===== config.mk =====
export PLATFORM = sky130hd
export DESIGN_NAME = fc_layer_sched
export DESIGN_NICKNAME = d
export VERILOG_FILES = /design/src/rtl/fc_layer_sched.sv
export SDC_FILE = /design/constraint.sdc
export NUM_CORES = 1
export LEC_CHECK = 0
export CAP_MARGIN = 10
export CORE_ASPECT_RATIO = 2
export CORE_MARGIN = 3
export CORE_UTILIZATION = 55
export DETAILED_ROUTE_END_ITERATION = 10
export GPL_TIMING_DRIVEN = 0
export PLACE_DENSITY = 0.8
export SLEW_MARGIN = 20
export SYNTH_ARGS = -nofsm -noshare
export SYNTH_HDL_FRONTEND = slang
export SYNTH_SLANG_ARGS = --single-unit

===== constraint.sdc =====
create_clock -name clk -period 3.8 [get_ports clk]
set_clock_uncertainty 0.1 [all_clocks]
set_input_delay 0.76 -clock clk [delete_from_list [all_inputs] [get_ports clk]]
set_output_delay 0.76 -clock clk [all_outputs]
set_load 0.05 [all_outputs]

===== src/rtl/fc_layer_sched.sv =====
// Chunked dot-product sequencer: issues feature/weight reads per output neuron,
// accumulates returned partial sums onto the neuron bias and hands out one result per neuron.
module fc_layer_sched #(
  parameter int PSUM_W   = 24,
  parameter int ACC_W    = 32,
  parameter int BIAS_W   = 16,
  parameter int CNT_W    = 10,
  parameter int PIPE_LAT = 2
) (
  input  logic                 clk,
  input  logic                 rst,
  input  logic                 start,
  input  logic [CNT_W-1:0]     cfg_num_out,
  input  logic [CNT_W-1:0]     cfg_num_chunk,
  output logic                 busy,
  output logic                 done,
  output logic                 rd_en,
  output logic [CNT_W-1:0]     feat_addr,
  output logic [2*CNT_W-1:0]   wgt_addr,
  output logic [CNT_W-1:0]     bias_addr,
  input  logic [BIAS_W-1:0]    bias_in,
  input  logic [PSUM_W-1:0]    psum_in,
  output logic [ACC_W-1:0]     out_data,
  output logic [CNT_W-1:0]     out_idx,
  output logic                 out_valid,
  input  logic                 out_ready,
  output logic [2:0]           state_dbg
);

  localparam int WA_W = 2 * CNT_W;

  typedef enum logic [2:0] {
    S_IDLE   = 3'd0,
    S_ISSUE  = 3'd1,
    S_DRAIN  = 3'd2,
    S_OUTPUT = 3'd3,
    S_DONE   = 3'd4
  } state_t;

  state_t              state;
  logic [CNT_W-1:0]    num_out_q;
  logic [CNT_W-1:0]    num_chunk_q;
  logic [WA_W-1:0]     wgt_base;
  logic [PIPE_LAT-1:0] pipe_v;
  logic [PIPE_LAT-1:0] pipe_first;
  logic [PIPE_LAT-1:0] pipe_last;
  logic [ACC_W-1:0]    acc;
  logic [ACC_W-1:0]    acc_next;
  logic [ACC_W-1:0]    psum_ext;
  logic [ACC_W-1:0]    bias_ext;
  logic                last_chunk;
  logic                last_neuron;

  // feat_addr doubles as the chunk counter and bias_addr as the neuron counter.
  assign last_chunk  = (feat_addr == num_chunk_q - CNT_W'(1));
  assign last_neuron = (bias_addr == num_out_q - CNT_W'(1));
  assign state_dbg   = state;

  always_comb begin
    psum_ext = {{(ACC_W-PSUM_W){psum_in[PSUM_W-1]}}, psum_in};
    bias_ext = {{(ACC_W-BIAS_W){bias_in[BIAS_W-1]}}, bias_in};
    if (pipe_first[PIPE_LAT-1]) acc_next = bias_ext + psum_ext;
    else                        acc_next = acc + psum_ext;
  end

  always_ff @(posedge clk) begin
    if (rst) begin
      state       <= S_IDLE;
      num_out_q   <= '0;
      num_chunk_q <= '0;
      wgt_base    <= '0;
      pipe_v      <= '0;
      pipe_first  <= '0;
      pipe_last   <= '0;
      acc         <= '0;
      busy        <= 1'b0;
      done        <= 1'b0;
      rd_en       <= 1'b0;
      feat_addr   <= '0;
      wgt_addr    <= '0;
      bias_addr   <= '0;
      out_data    <= '0;
      out_idx     <= '0;
      out_valid   <= 1'b0;
    end else begin
      // Stage 0 tags the read issued this cycle; the top stage lines up with psum_in.
      pipe_v[0]     <= rd_en;
      pipe_first[0] <= rd_en && (feat_addr == '0);
      pipe_last[0]  <= rd_en && last_chunk;
      for (int i = 1; i < PIPE_LAT; i++) begin
        pipe_v[i]     <= pipe_v[i-1];
        pipe_first[i] <= pipe_first[i-1];
        pipe_last[i]  <= pipe_last[i-1];
      end
      if (pipe_v[PIPE_LAT-1]) acc <= acc_next;

      case (state)
        S_IDLE: begin
          done <= 1'b0;
          if (start) begin
            num_out_q   <= cfg_num_out;
            num_chunk_q <= cfg_num_chunk;
            wgt_base    <= '0;
            bias_addr   <= '0;
            feat_addr   <= '0;
            wgt_addr    <= '0;
            rd_en       <= 1'b1;
            busy        <= 1'b1;
            state       <= S_ISSUE;
          end
        end
        S_ISSUE: begin
          if (last_chunk) begin
            rd_en <= 1'b0;
            state <= S_DRAIN;
          end else begin
            feat_addr <= feat_addr + CNT_W'(1);
            wgt_addr  <= wgt_addr + WA_W'(1);
          end
        end
        S_DRAIN: begin
          // Result is registered from the final sum so out_valid rises one cycle after the last psum.
          if (pipe_v[PIPE_LAT-1] && pipe_last[PIPE_LAT-1]) begin
            out_data  <= acc_next;
            out_idx   <= bias_addr;
            out_valid <= 1'b1;
            state     <= S_OUTPUT;
          end
        end
        S_OUTPUT: begin
          if (out_valid && out_ready) begin
            out_valid <= 1'b0;
            if (last_neuron) begin
              state <= S_DONE;
            end else begin
              bias_addr <= bias_addr + CNT_W'(1);
              wgt_base  <= wgt_base + {{CNT_W{1'b0}}, num_chunk_q};
              wgt_addr  <= wgt_base + {{CNT_W{1'b0}}, num_chunk_q};
              feat_addr <= '0;
              rd_en     <= 1'b1;
              state     <= S_ISSUE;
            end
          end
        end
        S_DONE: begin
          done  <= 1'b1;
          busy  <= 1'b0;
          state <= S_IDLE;
        end
        default: state <= S_IDLE;
      endcase
    end
  end

endmodule


==> flow_summary.html, run 1 <==
<table>
<tr><th>Metric</th><th>Value</th></tr>
<tr><th colspan="2">Global routing</th></tr>
<tr><td>Antenna violations before repair</td><td>0</td></tr>
<tr><td>Via count of the first global-routing pass</td><td>11550</td></tr>
<tr><td>Pin count of the biggest net entering global routing</td><td>17</td></tr>
<tr><td>Global-route congestion overflow total</td><td>0</td></tr>
<tr><td>Total routing usage reported by global routing</td><td>roughly 33%</td></tr>
<tr><td>Global-route wire length before repair</td><td>57.34 mm</td></tr>
<tr><th colspan="2">Drt</th></tr>
<tr><td>Average detailed-routed wire length per instance</td><td>19.79 um</td></tr>
<tr><td>Total wire length after detailed routing</td><td>36.72 mm</td></tr>
<tr><td>Drt pass-1 iters</td><td>5</td></tr>
<tr><td>Detailed router's first-iteration violation count</td><td>589</td></tr>
<tr><td>Remaining design rule violation count</td><td>0</td></tr>
<tr><td>Number of vias after detailed routing</td><td>11360</td></tr>
<tr><td>Final ANT Viol Nets</td><td>0</td></tr>
<tr><td>Vias per inst</td><td>about 6</td></tr>
<tr><th colspan="2">Layout</th></tr>
<tr><td>Number of diodes</td><td>0</td></tr>
<tr><td>Post-synthesis to final-layout area growth</td><td>22.50%</td></tr>
<tr><td>Share of layout cells above drive strength 1</td><td>4.261%</td></tr>
<tr><td>Final net count</td><td>1721</td></tr>
<tr><td>Fill count</td><td>1724</td></tr>
<tr><th colspan="2">Synthesis</th></tr>
<tr><td>Dominant register cell in the synthesized netlist</td><td>sky130_fd_sc_hd__dfxtp_1</td></tr>
<tr><td>Cell with the most instances after synthesis</td><td>sky130_fd_sc_hd__dfxtp_1</td></tr>
<tr><td>Leading post-synthesis cells by cell area</td><td>sky130_fd_sc_hd__dfxtp_1, sky130_fd_sc_hd__ha_1, sky130_fd_sc_hd__a21oi_1</td></tr>
<tr><td>Post-Synthesis Net Count</td><td>roughly 1500</td></tr>
<tr><td>Count of flip-flops with a built-in enable after synthesis</td><td>0</td></tr>
<tr><td>Synthesized flop and latch total</td><td>167</td></tr>
<tr><td>Top post-synthesis cells by count</td><td>sky130_fd_sc_hd__dfxtp_1, sky130_fd_sc_hd__nor2_1, sky130_fd_sc_hd__nand2_1</td></tr>
<tr><td>Number of cells produced by synthesis</td><td>1407</td></tr>
<tr><td>Synthesized area</td><td>roughly 11000 sq um</td></tr>
<tr><td>Sequential-to-total area share from yosys stat</td><td>30.44%</td></tr>
<tr><td>Number of warnings printed during yosys synthesis</td><td>0</td></tr>
<tr><td>Mean post-synth cell area</td><td>7.807 sq um</td></tr>
<tr><td>Asr flop ratio synth</td><td>0%</td></tr>
<tr><td>Cell type contributing the most total cell area after synthesis</td><td>sky130_fd_sc_hd__dfxtp_1</td></tr>
<tr><td>Number of library cell types mapped by synthesis</td><td>79</td></tr>
<tr><td>Yosys top cell area share</td><td>30.44%</td></tr>
<tr><th colspan="2">Critical path</th></tr>
<tr><td>Minimum setup slack among reg-to-reg paths</td><td>0.37 ns</td></tr>
<tr><td>Critical Path End Type</td><td>register</td></tr>
<tr><td>CP required</td><td>4.05 ns</td></tr>
<tr><td>WS Path Type</td><td>in -&gt; reg</td></tr>
<tr><td>Slowest Stage Delay on Critical Path</td><td>0.43 ns</td></tr>
<tr><td>Arrival time at the worst endpoint</td><td>approximately 3.9 ns</td></tr>
<tr><td>Setup crit start kind</td><td>input port</td></tr>
<tr><td>Critical-path maximum fanout</td><td>7</td></tr>
<tr><td>Cell family with most CP delay</td><td>compound AO/OA/AOI/OAI gates</td></tr>
<tr><td>Cells along the critical path</td><td>clkdlybuf4s50_1 -&gt; ha_1 -&gt; fa_1 -&gt; a21oi_1 -&gt; o21ai_1 -&gt; a31oi_4 -&gt; o2111ai_1 -&gt; and2_1 -&gt; a41oi_4 -&gt; buf_4 -&gt; a2111oi_2 -&gt; a211oi_1</td></tr>
<tr><td>Worst path bufs/invs</td><td>2</td></tr>
<tr><td>Slowest stage cell, crit path</td><td>sky130_fd_sc_hd__clkdlybuf4s50_1</td></tr>
<tr><th colspan="2">Status</th></tr>
<tr><td>Result of the run</td><td>finished, final reports clean</td></tr>
<tr><th colspan="2">Clock tree</th></tr>
<tr><td>Clock tree root buffer cell</td><td>sky130_fd_sc_hd__clkbuf_16</td></tr>
<tr><td>CTS tree</td><td>yes</td></tr>
<tr><td>Count of clock tree sinks</td><td>167</td></tr>
<tr><td>Clock Tree Buf Depth</td><td>2</td></tr>
<tr><td>TritonCTS buffer count</td><td>17</td></tr>
<tr><td>H-Tree Depth</td><td>4</td></tr>
<tr><td>Clock latency on the worst-skew pair</td><td>0.44 ns</td></tr>
<tr><td>Clock-pin transition on the worst setup and hold timing paths</td><td>0.07 ns</td></tr>
<tr><th colspan="2">Place</th></tr>
<tr><td>Input/output buffers</td><td>152</td></tr>
<tr><td>RePlAce Congestion</td><td>about 1</td></tr>
<tr><td>Half-perimeter wire length after detailed placement</td><td>28.83 mm</td></tr>
<tr><td>Post-Place Setup Slack</td><td>-0.4974 ns</td></tr>
<tr><th colspan="2">Die</th></tr>
<tr><td>Starting density of the core</td><td>56.45%</td></tr>
<tr><td>Die W</td><td>105.9 um</td></tr>
<tr><td>Die ar.</td><td>21810 sq um</td></tr>
<tr><td>Row count</td><td>72</td></tr>
<tr><td>Ports placed on the boundary</td><td>about 150</td></tr>
<tr><td>Floorplan core area</td><td>~19000 sq um</td></tr>
<tr><td>Die extent in y</td><td>205.9 um</td></tr>
<tr><th colspan="2">Timing</th></tr>
<tr><td>Maximum operating frequency</td><td>between 200 and 300 MHz</td></tr>
<tr><td>Final clock period utilization by the worst path</td><td>a little over nine tenths</td></tr>
<tr><td>Slew of the pin with the lowest slew margin</td><td>around 0.85 ns</td></tr>
<tr><td>Final Hold Vio Count</td><td>0</td></tr>
<tr><td>Time the worst path needs with I/O delays and setup</td><td>about 3.7 ns</td></tr>
<tr><td>Worst hold margin</td><td>0.3548 ns</td></tr>
<tr><td>Total count of max-transition violations in the final report</td><td>0</td></tr>
<tr><td>Final setup violation count</td><td>0</td></tr>
<tr><td>Unrepaired setup endpoints after global routing</td><td>false</td></tr>
<tr><td>Slew HR</td><td>between 40 and 50%</td></tr>
<tr><td>Post-route setup slack</td><td>between 0.1 and 0.15 ns</td></tr>
<tr><th colspan="2">Run</th></tr>
<tr><td>Maximum capacitance violations</td><td>0</td></tr>
<tr><th colspan="2">Min path</th></tr>
<tr><td>Type of the most critical hold path</td><td>reg -&gt; reg</td></tr>
<tr><th colspan="2">Pwr</th></tr>
<tr><td>Reported leakage power</td><td>4.938 nW</td></tr>
<tr><td>Power density over cell area</td><td>327.3 nW/um^2</td></tr>
<tr><td>Total power of the final layout</td><td>4.404 mW</td></tr>
<tr><td>IR drop worst, VDD</td><td>about 0.00032 V</td></tr>
</table>
## layout by cell type, fill, tap and decap left out, types with 11 or more instances in the layout
cell type                         instances
sky130_fd_sc_hd__a21o_1                  19
sky130_fd_sc_hd__nor4_1                  14
sky130_fd_sc_hd__xor2_1                  33
sky130_fd_sc_hd__nor3_1                  38
sky130_fd_sc_hd__xnor2_1                 56
sky130_fd_sc_hd__mux2i_1                 26
sky130_fd_sc_hd__a21oi_1                153
sky130_fd_sc_hd__dfxtp_1                167
sky130_fd_sc_hd__nand2b_1                11
sky130_fd_sc_hd__and3_1                  15
sky130_fd_sc_hd__nand3_1                 34
sky130_fd_sc_hd__ha_1                    71
sky130_fd_sc_hd__clkbuf_16               17
sky130_fd_sc_hd__nand2_1                159
sky130_fd_sc_hd__nand4_1                 13
sky130_fd_sc_hd__clkbuf_1                66
sky130_fd_sc_hd__o21ai_0                 52
sky130_fd_sc_hd__o211ai_1                15
sky130_fd_sc_hd__a211oi_1                72
sky130_fd_sc_hd__nor2_1                 160
sky130_fd_sc_hd__clkdlybuf4s50_1        152
sky130_fd_sc_hd__inv_1                   34
sky130_fd_sc_hd__a31oi_1                 18
sky130_fd_sc_hd__or3_1                   16
sky130_fd_sc_hd__nor2b_1                 19
## path summary, 6_finish.rpt
kind,startpoint,cells past startpoint,end
setup / recovery,psum_in[0],12,acc[26]$_SDFFE_PP0P_
hold / removal,out_idx[6]$_SDFFE_PP0P_,2,out_idx[6]$_SDFFE_PP0P_
setup reg to reg,num_chunk_q[0]$_SDFFE_PP0P_,10,wgt_addr[14]$_SDFFE_PP0P_
hold reg to reg,out_idx[6]$_SDFFE_PP0P_,2,out_idx[6]$_SDFFE_PP0P_
## cell type report
| cell class | count | area, sq um | share of cell area (%) |
|---|---|---|---|
| inverters | 35 | 131.4 | 0.9764 |
| repair buffers | 157 | 1559 | 11.59 |
| multi-input cells | 1130 | 7241 | 53.81 |
| well taps | 259 | 324.1 | 2.408 |
| flip-flops and latches | 167 | 3343 | 24.85 |
| clock inverters | 13 | 96.34 | 0.7160 |
| clock buffers | 19 | 452.9 | 3.366 |
| plain buffers | 75 | 307.8 | 2.288 |
## registers in the layout (all words and copies together), names as in the netlist, 3 cells and up
register / flops
out_data: 32
feat_addr: 10
acc: 32
wgt_base: 20
bias_addr: 10
num_chunk_q: 10
out_idx: 10
num_out_q: 10
state_dbg: 3
wgt_addr: 20
## where the power goes
part,internal (mW),total (mW),switching (mW)
sequential,1.79,1.83,0.0441
combinational,0.371,0.922,0.552
clock,0.877,1.65,0.774
## per-layer routing
metal	GRT usage [%]	part of all wire [%]
met4	23.48	7.0
met1	31.49	33
met3	3.782	4.6
met5	0	0
met2	64.93	55
## stage by stage
step	TNS (ns)	area (sq um)	std cells	util [%]
6_report	0	13460	1855	69.15
2_1_floorplan	0	10980	1407	-
4_1_cts	0	13390	1850	68.80
5_1_grt	0	13460	1855	69.15
3_3_place_gp	-8.022	12830	1818	65.93
3_5_place_dp	-9.221	12830	1818	65.93
## what timing repair did
item | CTS | global route
endpoints found under the setup margin | 12 | 16
hold buffers | 0 | 0
gates resized for setup | 1 | 5
pin swaps | 0 | 3
setup buffers | 0 | 5
## worst reg2reg max path: stages, from the launching register on
cell and delay (ns):
sky130_fd_sc_hd__dfxtp_1 0.51, sky130_fd_sc_hd__inv_1 0.09, sky130_fd_sc_hd__ha_1 0.30, sky130_fd_sc_hd__xor2_1 0.19, sky130_fd_sc_hd__o31a_1 0.29, sky130_fd_sc_hd__nor4_1 0.64, sky130_fd_sc_hd__a32oi_1 0.25, sky130_fd_sc_hd__nand2_1 0.28
sky130_fd_sc_hd__or3_1 0.16, sky130_fd_sc_hd__clkbuf_1 0.34, sky130_fd_sc_hd__o32ai_1 0.17
## cell families (layout without fill, tap and decap cells)
family / count (synthesis) / in the layout / share of synthesized area, %
buffers and inverters: 110 / 299 / 3.998
muxes: 27 / 27 / 2.472
xor gates and xnor gates: 90 / 90 / 7.245
adders and majority gates: 74 / 74 / 8.634
DFF: 167 / 167 / 30.44
AOI/OAI and AO/OA: 413 / 413 / 24.40
and+or+nand+nor: 526 / 526 / 22.82
Note: power is estimated with default switching activity, not from simulation.
==> run 2, diff against run 1 <==
- CTS_CLUSTER_SIZE: default -> 25
==> results of run 2 <==
Final layout, timing and power as in run 1 (identical DEF).
==> run 3, diff against run 2 <==
- PLACE_DENSITY: 0.8 -> 0.84
==> run 3 against run 2 <==
Compared with the run above:
- utilization rose by 0.20 points
- count of clock-buffer cells in the layout rose by 1
- cell area rose by 0.29%
- setup slack better by 0.050 ns
- combinational power about the same
- total power rose by 4.0%
- sequential power is essentially flat
- fmax rose by 1.4%
- critical path depth is 2 lower
- cell count is 0.32% lower
- highest routed layer unchanged
- largest power group unchanged
==> flow_summary.html, run 3 (synthesis gave the netlist of run 1 again) <==
<table>
<tr><th>Metric</th><th>Value</th></tr>
<tr><th colspan="2">Timing</th></tr>
<tr><td>Final setup violation count</td><td>0 (unchanged)</td></tr>
<tr><td>Slew HR</td><td>41.90% (was 43.24%)</td></tr>
<tr><td>Post-route setup slack</td><td>0.1743 ns (was 0.1247 ns)</td></tr>
<tr><td>Slew of the pin with the lowest slew margin</td><td>0.8716 ns (was 0.8514 ns)</td></tr>
<tr><td>Unrepaired setup endpoints after global routing</td><td>false (unchanged)</td></tr>
<tr><td>Time the worst path needs with I/O delays and setup</td><td>3.626 ns (was 3.675 ns)</td></tr>
<tr><td>Final Hold Vio Count</td><td>0 (unchanged)</td></tr>
<tr><td>Total count of max-transition violations in the final report</td><td>0 (unchanged)</td></tr>
<tr><td>Maximum operating frequency</td><td>275.8 MHz (was 272.1 MHz)</td></tr>
<tr><td>Final clock period utilization by the worst path</td><td>95.41% (was 96.72%)</td></tr>
<tr><th colspan="2">Layout</th></tr>
<tr><td>Largest registers</td><td>acc (32), out_data (32) (unchanged)</td></tr>
<tr><td>Area of the multi-input gates</td><td>7251 sq um (was 7241 sq um)</td></tr>
<tr><td>Number of diodes</td><td>0 (unchanged)</td></tr>
<tr><td>Area used by sequential logic in the layout</td><td>3343 sq um (unchanged)</td></tr>
<tr><td>Fill count</td><td>1653 (was 1724)</td></tr>
<tr><td>Post-synthesis to final-layout area growth</td><td>22.85% (was 22.50%)</td></tr>
<tr><td>Final Instance Count excl. Fillers</td><td>1849 (was 1855)</td></tr>
<tr><td>Most common cell after layout, fill and taps aside</td><td>sky130_fd_sc_hd__dfxtp_1 (unchanged)</td></tr>
<tr><td>Share of layout cells above drive strength 1</td><td>4.025% (was 4.261%)</td></tr>
<tr><td>Final net count</td><td>1716 (was 1721)</td></tr>
<tr><td>Most used cells in the layout excluding fill and tap cells</td><td>sky130_fd_sc_hd__dfxtp_1, sky130_fd_sc_hd__nor2_1, sky130_fd_sc_hd__nand2_1 (unchanged)</td></tr>
<tr><td>Post-Route Utilization</td><td>69.35% (was 69.15%)</td></tr>
<tr><th colspan="2">Die</th></tr>
<tr><td>Starting density of the core</td><td>56.45% (unchanged)</td></tr>
<tr><td>Die ar.</td><td>21810 sq um (unchanged)</td></tr>
<tr><td>Ports placed on the boundary</td><td>153 (unchanged)</td></tr>
<tr><td>Die extent in y</td><td>205.9 um (unchanged)</td></tr>
<tr><td>Row count</td><td>72 (unchanged)</td></tr>
<tr><td>Floorplan core area</td><td>19460 sq um (unchanged)</td></tr>
<tr><td>Die W</td><td>105.9 um (unchanged)</td></tr>
<tr><th colspan="2">Clock tree</th></tr>
<tr><td>Count of clock tree sinks</td><td>167 (unchanged)</td></tr>
<tr><td>CTS tree</td><td>yes (unchanged)</td></tr>
<tr><td>H-Tree Depth</td><td>4 (unchanged)</td></tr>
<tr><td>Clock latency on the worst-skew pair</td><td>0.44 ns (about the same)</td></tr>
<tr><td>Clock tree root buffer cell</td><td>sky130_fd_sc_hd__clkbuf_16 (unchanged)</td></tr>
<tr><td>TritonCTS buffer count</td><td>17 (unchanged)</td></tr>
<tr><td>Clock Tree Buf Depth</td><td>2 (unchanged)</td></tr>
<tr><td>Clock-pin transition on the worst setup and hold timing paths</td><td>0.07 ns (about the same)</td></tr>
<tr><th colspan="2">Pwr</th></tr>
<tr><td>Power density over cell area</td><td>339.5 nW/um^2 (was 327.3 nW/um^2)</td></tr>
<tr><td>Reported leakage power</td><td>4.952 nW (was 4.938 nW)</td></tr>
<tr><td>Power Internal</td><td>3.237 mW (was 3.034 mW)</td></tr>
<tr><td>Register share of total power</td><td>40.0% (was 41.6%)</td></tr>
<tr><td>Clock share of power</td><td>39.8% (was 37.5%)</td></tr>
<tr><td>Total power of the final layout</td><td>4.581 mW (was 4.404 mW)</td></tr>
<tr><td>Switching share of total power</td><td>29.35% (was 31.11%)</td></tr>
<tr><td>Share of power burned in combinational logic</td><td>20.2% (was 20.9%)</td></tr>
<tr><td>IR drop worst, VDD</td><td>0.0003467 V (was 0.0003196 V)</td></tr>
<tr><td>Sw Pwr</td><td>1.344 mW (was 1.370 mW)</td></tr>
<tr><th colspan="2">Critical path</th></tr>
<tr><td>Cell depth of the worst flop-to-flop path</td><td>11 (was 10)</td></tr>
<tr><td>Cell family with most CP delay</td><td>compound AO/OA/AOI/OAI gates (unchanged)</td></tr>
<tr><td>Critical path's most frequent cell</td><td>sky130_fd_sc_hd__a211oi_1</td></tr>
<tr><td>Cells along the critical path</td><td>clkdlybuf4s50_1 -&gt; ha_1 -&gt; a211oi_1 -&gt; o211ai_1 -&gt; a221oi_4 -&gt; a31oi_1 -&gt; nand2b_1 -&gt; a31o_2 -&gt; mux2i_1 -&gt; a211oi_1 (was clkdlybuf4s50_1 -&gt; ha_1 -&gt; fa_1 -&gt; a21oi_1 -&gt; o21ai_1 -&gt; a31oi_4 -&gt; o2111ai_1 -&gt; and2_1 -&gt; a41oi_4 -&gt; buf_4 -&gt; a2111oi_2 -&gt; a211oi_1)</td></tr>
<tr><td>CP required</td><td>4.05 ns (about the same)</td></tr>
<tr><td>Minimum setup slack among reg-to-reg paths</td><td>0.30 ns (was 0.37 ns)</td></tr>
<tr><td>Worst path bufs/invs</td><td>1 (was 2)</td></tr>
<tr><td>Worst reg2reg path startpoint</td><td>num_out_q[0]$_SDFFE_PP0P_ (was num_chunk_q[0]$_SDFFE_PP0P_)</td></tr>
<tr><td>WS Path Type</td><td>in -&gt; reg (unchanged)</td></tr>
<tr><td>Arrival time at the worst endpoint</td><td>3.87 ns (was 3.92 ns)</td></tr>
<tr><td>Critical-path maximum fanout</td><td>6 (was 7)</td></tr>
<tr><td>Worst flop-to-flop path endpoint</td><td>wgt_base[4]$_SDFFE_PP0P_ (was wgt_addr[14]$_SDFFE_PP0P_)</td></tr>
<tr><td>Setup crit start kind</td><td>input port (unchanged)</td></tr>
<tr><td>Slowest stage cell, crit path</td><td>sky130_fd_sc_hd__clkdlybuf4s50_1 (unchanged)</td></tr>
<tr><td>Slowest Stage Delay on Critical Path</td><td>0.49 ns (was 0.43 ns)</td></tr>
<tr><td>Critical Path End Type</td><td>register (unchanged)</td></tr>
<tr><th colspan="2">Global routing</th></tr>
<tr><td>Antenna violations before repair</td><td>0 (unchanged)</td></tr>
<tr><td>Global-route wire length before repair</td><td>58.02 mm (was 57.34 mm)</td></tr>
<tr><td>Global-route congestion overflow total</td><td>0 (unchanged)</td></tr>
<tr><td>Total routing usage reported by global routing</td><td>33.73% (was 33.28%)</td></tr>
<tr><td>Via count of the first global-routing pass</td><td>11590 (was 11550)</td></tr>
<tr><td>Pin count of the biggest net entering global routing</td><td>17 (unchanged)</td></tr>
<tr><th colspan="2">Place</th></tr>
<tr><td>Input/output buffers</td><td>152 (unchanged)</td></tr>
<tr><td>Half-perimeter wire length after detailed placement</td><td>28.86 mm (was 28.83 mm)</td></tr>
<tr><td>Post-Place Setup Slack</td><td>-0.4347 ns (was -0.4974 ns)</td></tr>
<tr><td>Inst Count DP</td><td>1818 (unchanged)</td></tr>
<tr><td>RePlAce Congestion</td><td>0.9932 (was 1.002)</td></tr>
<tr><th colspan="2">Drt</th></tr>
<tr><td>Detailed router's first-iteration violation count</td><td>671 (was 589)</td></tr>
<tr><td>Number of vias after detailed routing</td><td>11590 (was 11360)</td></tr>
<tr><td>Remaining design rule violation count</td><td>0 (unchanged)</td></tr>
<tr><td>Average detailed-routed wire length per instance</td><td>20.19 um (was 19.79 um)</td></tr>
<tr><td>Final ANT Viol Nets</td><td>0 (unchanged)</td></tr>
<tr><td>Vias per inst</td><td>6.268 (was 6.122)</td></tr>
<tr><td>Drt pass-1 iters</td><td>8 (was 5)</td></tr>
<tr><td>Total wire length after detailed routing</td><td>37.34 mm (was 36.72 mm)</td></tr>
<tr><th colspan="2">Status</th></tr>
<tr><td>Result of the run</td><td>finished, final reports clean (unchanged)</td></tr>
<tr><th colspan="2">Min path</th></tr>
<tr><td>Hold wc startpoint</td><td>out_idx[5]$_SDFFE_PP0P_ (was out_idx[6]$_SDFFE_PP0P_)</td></tr>
<tr><td>Type of the most critical hold path</td><td>reg -&gt; reg (unchanged)</td></tr>
<tr><td>Worst Hold Path Cells</td><td>2 (unchanged)</td></tr>
<tr><td>Worst-case hold path end point</td><td>out_idx[5]$_SDFFE_PP0P_ (was out_idx[6]$_SDFFE_PP0P_)</td></tr>
<tr><th colspan="2">Run</th></tr>
<tr><td>Maximum capacitance violations</td><td>0 (unchanged)</td></tr>
</table>
==> run 3: how the worst max path moves through the flow <==
stage,end,from,cells past startpoint,slack [ns]
CTS,out_data[27]$_SDFFE_PP0P_,psum_in[0],11,0.01
global placement,out_data[30]$_SDFFE_PP0P_,psum_in[0],11,-0.42
finish,acc[27]$_SDFFE_PP0P_,psum_in[1],10,0.17
floorplan,acc[26]$_SDFFE_PP0P_,psum_in[0],11,0.56
detailed placement,acc[27]$_SDFFE_PP0P_,psum_in[0],11,-0.43
global route,out_data[24]$_SDFFE_PP0P_,psum_in[0],11,0.01
==> run 3: layout make-up <==
type                            instances  share of cell area [%]
Sequential cell                       167                   24.78
Timing Repair Buffer                  152                   11.27
Clock inverter                         11                   1.103
Clock buffer                           20                   3.459
Buffer                                 75                   2.281
Multi-Input combinational cell       1130                   53.73
Tap cell                              259                   2.401
Inverter                               35                  0.9736
==> run 3: routing by layer <==
layer	up-vias	GRT usage [%]	wire length [um]
li1	5470	-	-
met1	5443	31.56	12340
met2	499	64.86	20210
met3	177	4.408	1787
met4	0	25.71	2999
met5	-	0	0
==> run 3: worst register-to-register path: cells and delay by family, from the launching register on <==
kind	cells	cell delay [ns]
fa+ha+maj	1	0.26
buf+inv	3	0.69
flops	1	0.38
compound gates	2	0.96
xor+xnor	1	0.18
mux	1	0.24
simple gates	3	0.57
==> run 3: power groups by stage <==
stage	combinational [mW]	clock, mW	sequential, mW
final	0.925	1.82	1.83
after global routing	1.01	1.89	1.83
after CTS	0.899	1.82	1.83
after detailed placement	0.890	0	1.87
after global placement	0.874	0	1.87
after floorplan	0.602	0	1.88
==> run 3: per-stage QoR <==
step | hold WS, ns | setup TNS [ns] | area (sq um)
after detailed placement | 0.3470 | -7.501 | 12830
after CTS | 0.3573 | 0 | 13450
after floorplan | 0.3138 | 0 | 10980
after global routing | 0.3743 | 0 | 13490
final | 0.3551 | 0 | 13490
after global placement | 0.3362 | -7.263 | 12830
==> run 3: what timing repair did <==
| action | in CTS | in global routing |
|---|---|---|
| hold buffers | 0 | 0 |
| gates resized for setup | 0 | 8 |
| setup endpoints to repair | 0 | 16 |
| endpoints found under the hold margin | 0 | 0 |
| buffers inserted | 0 | 0 |
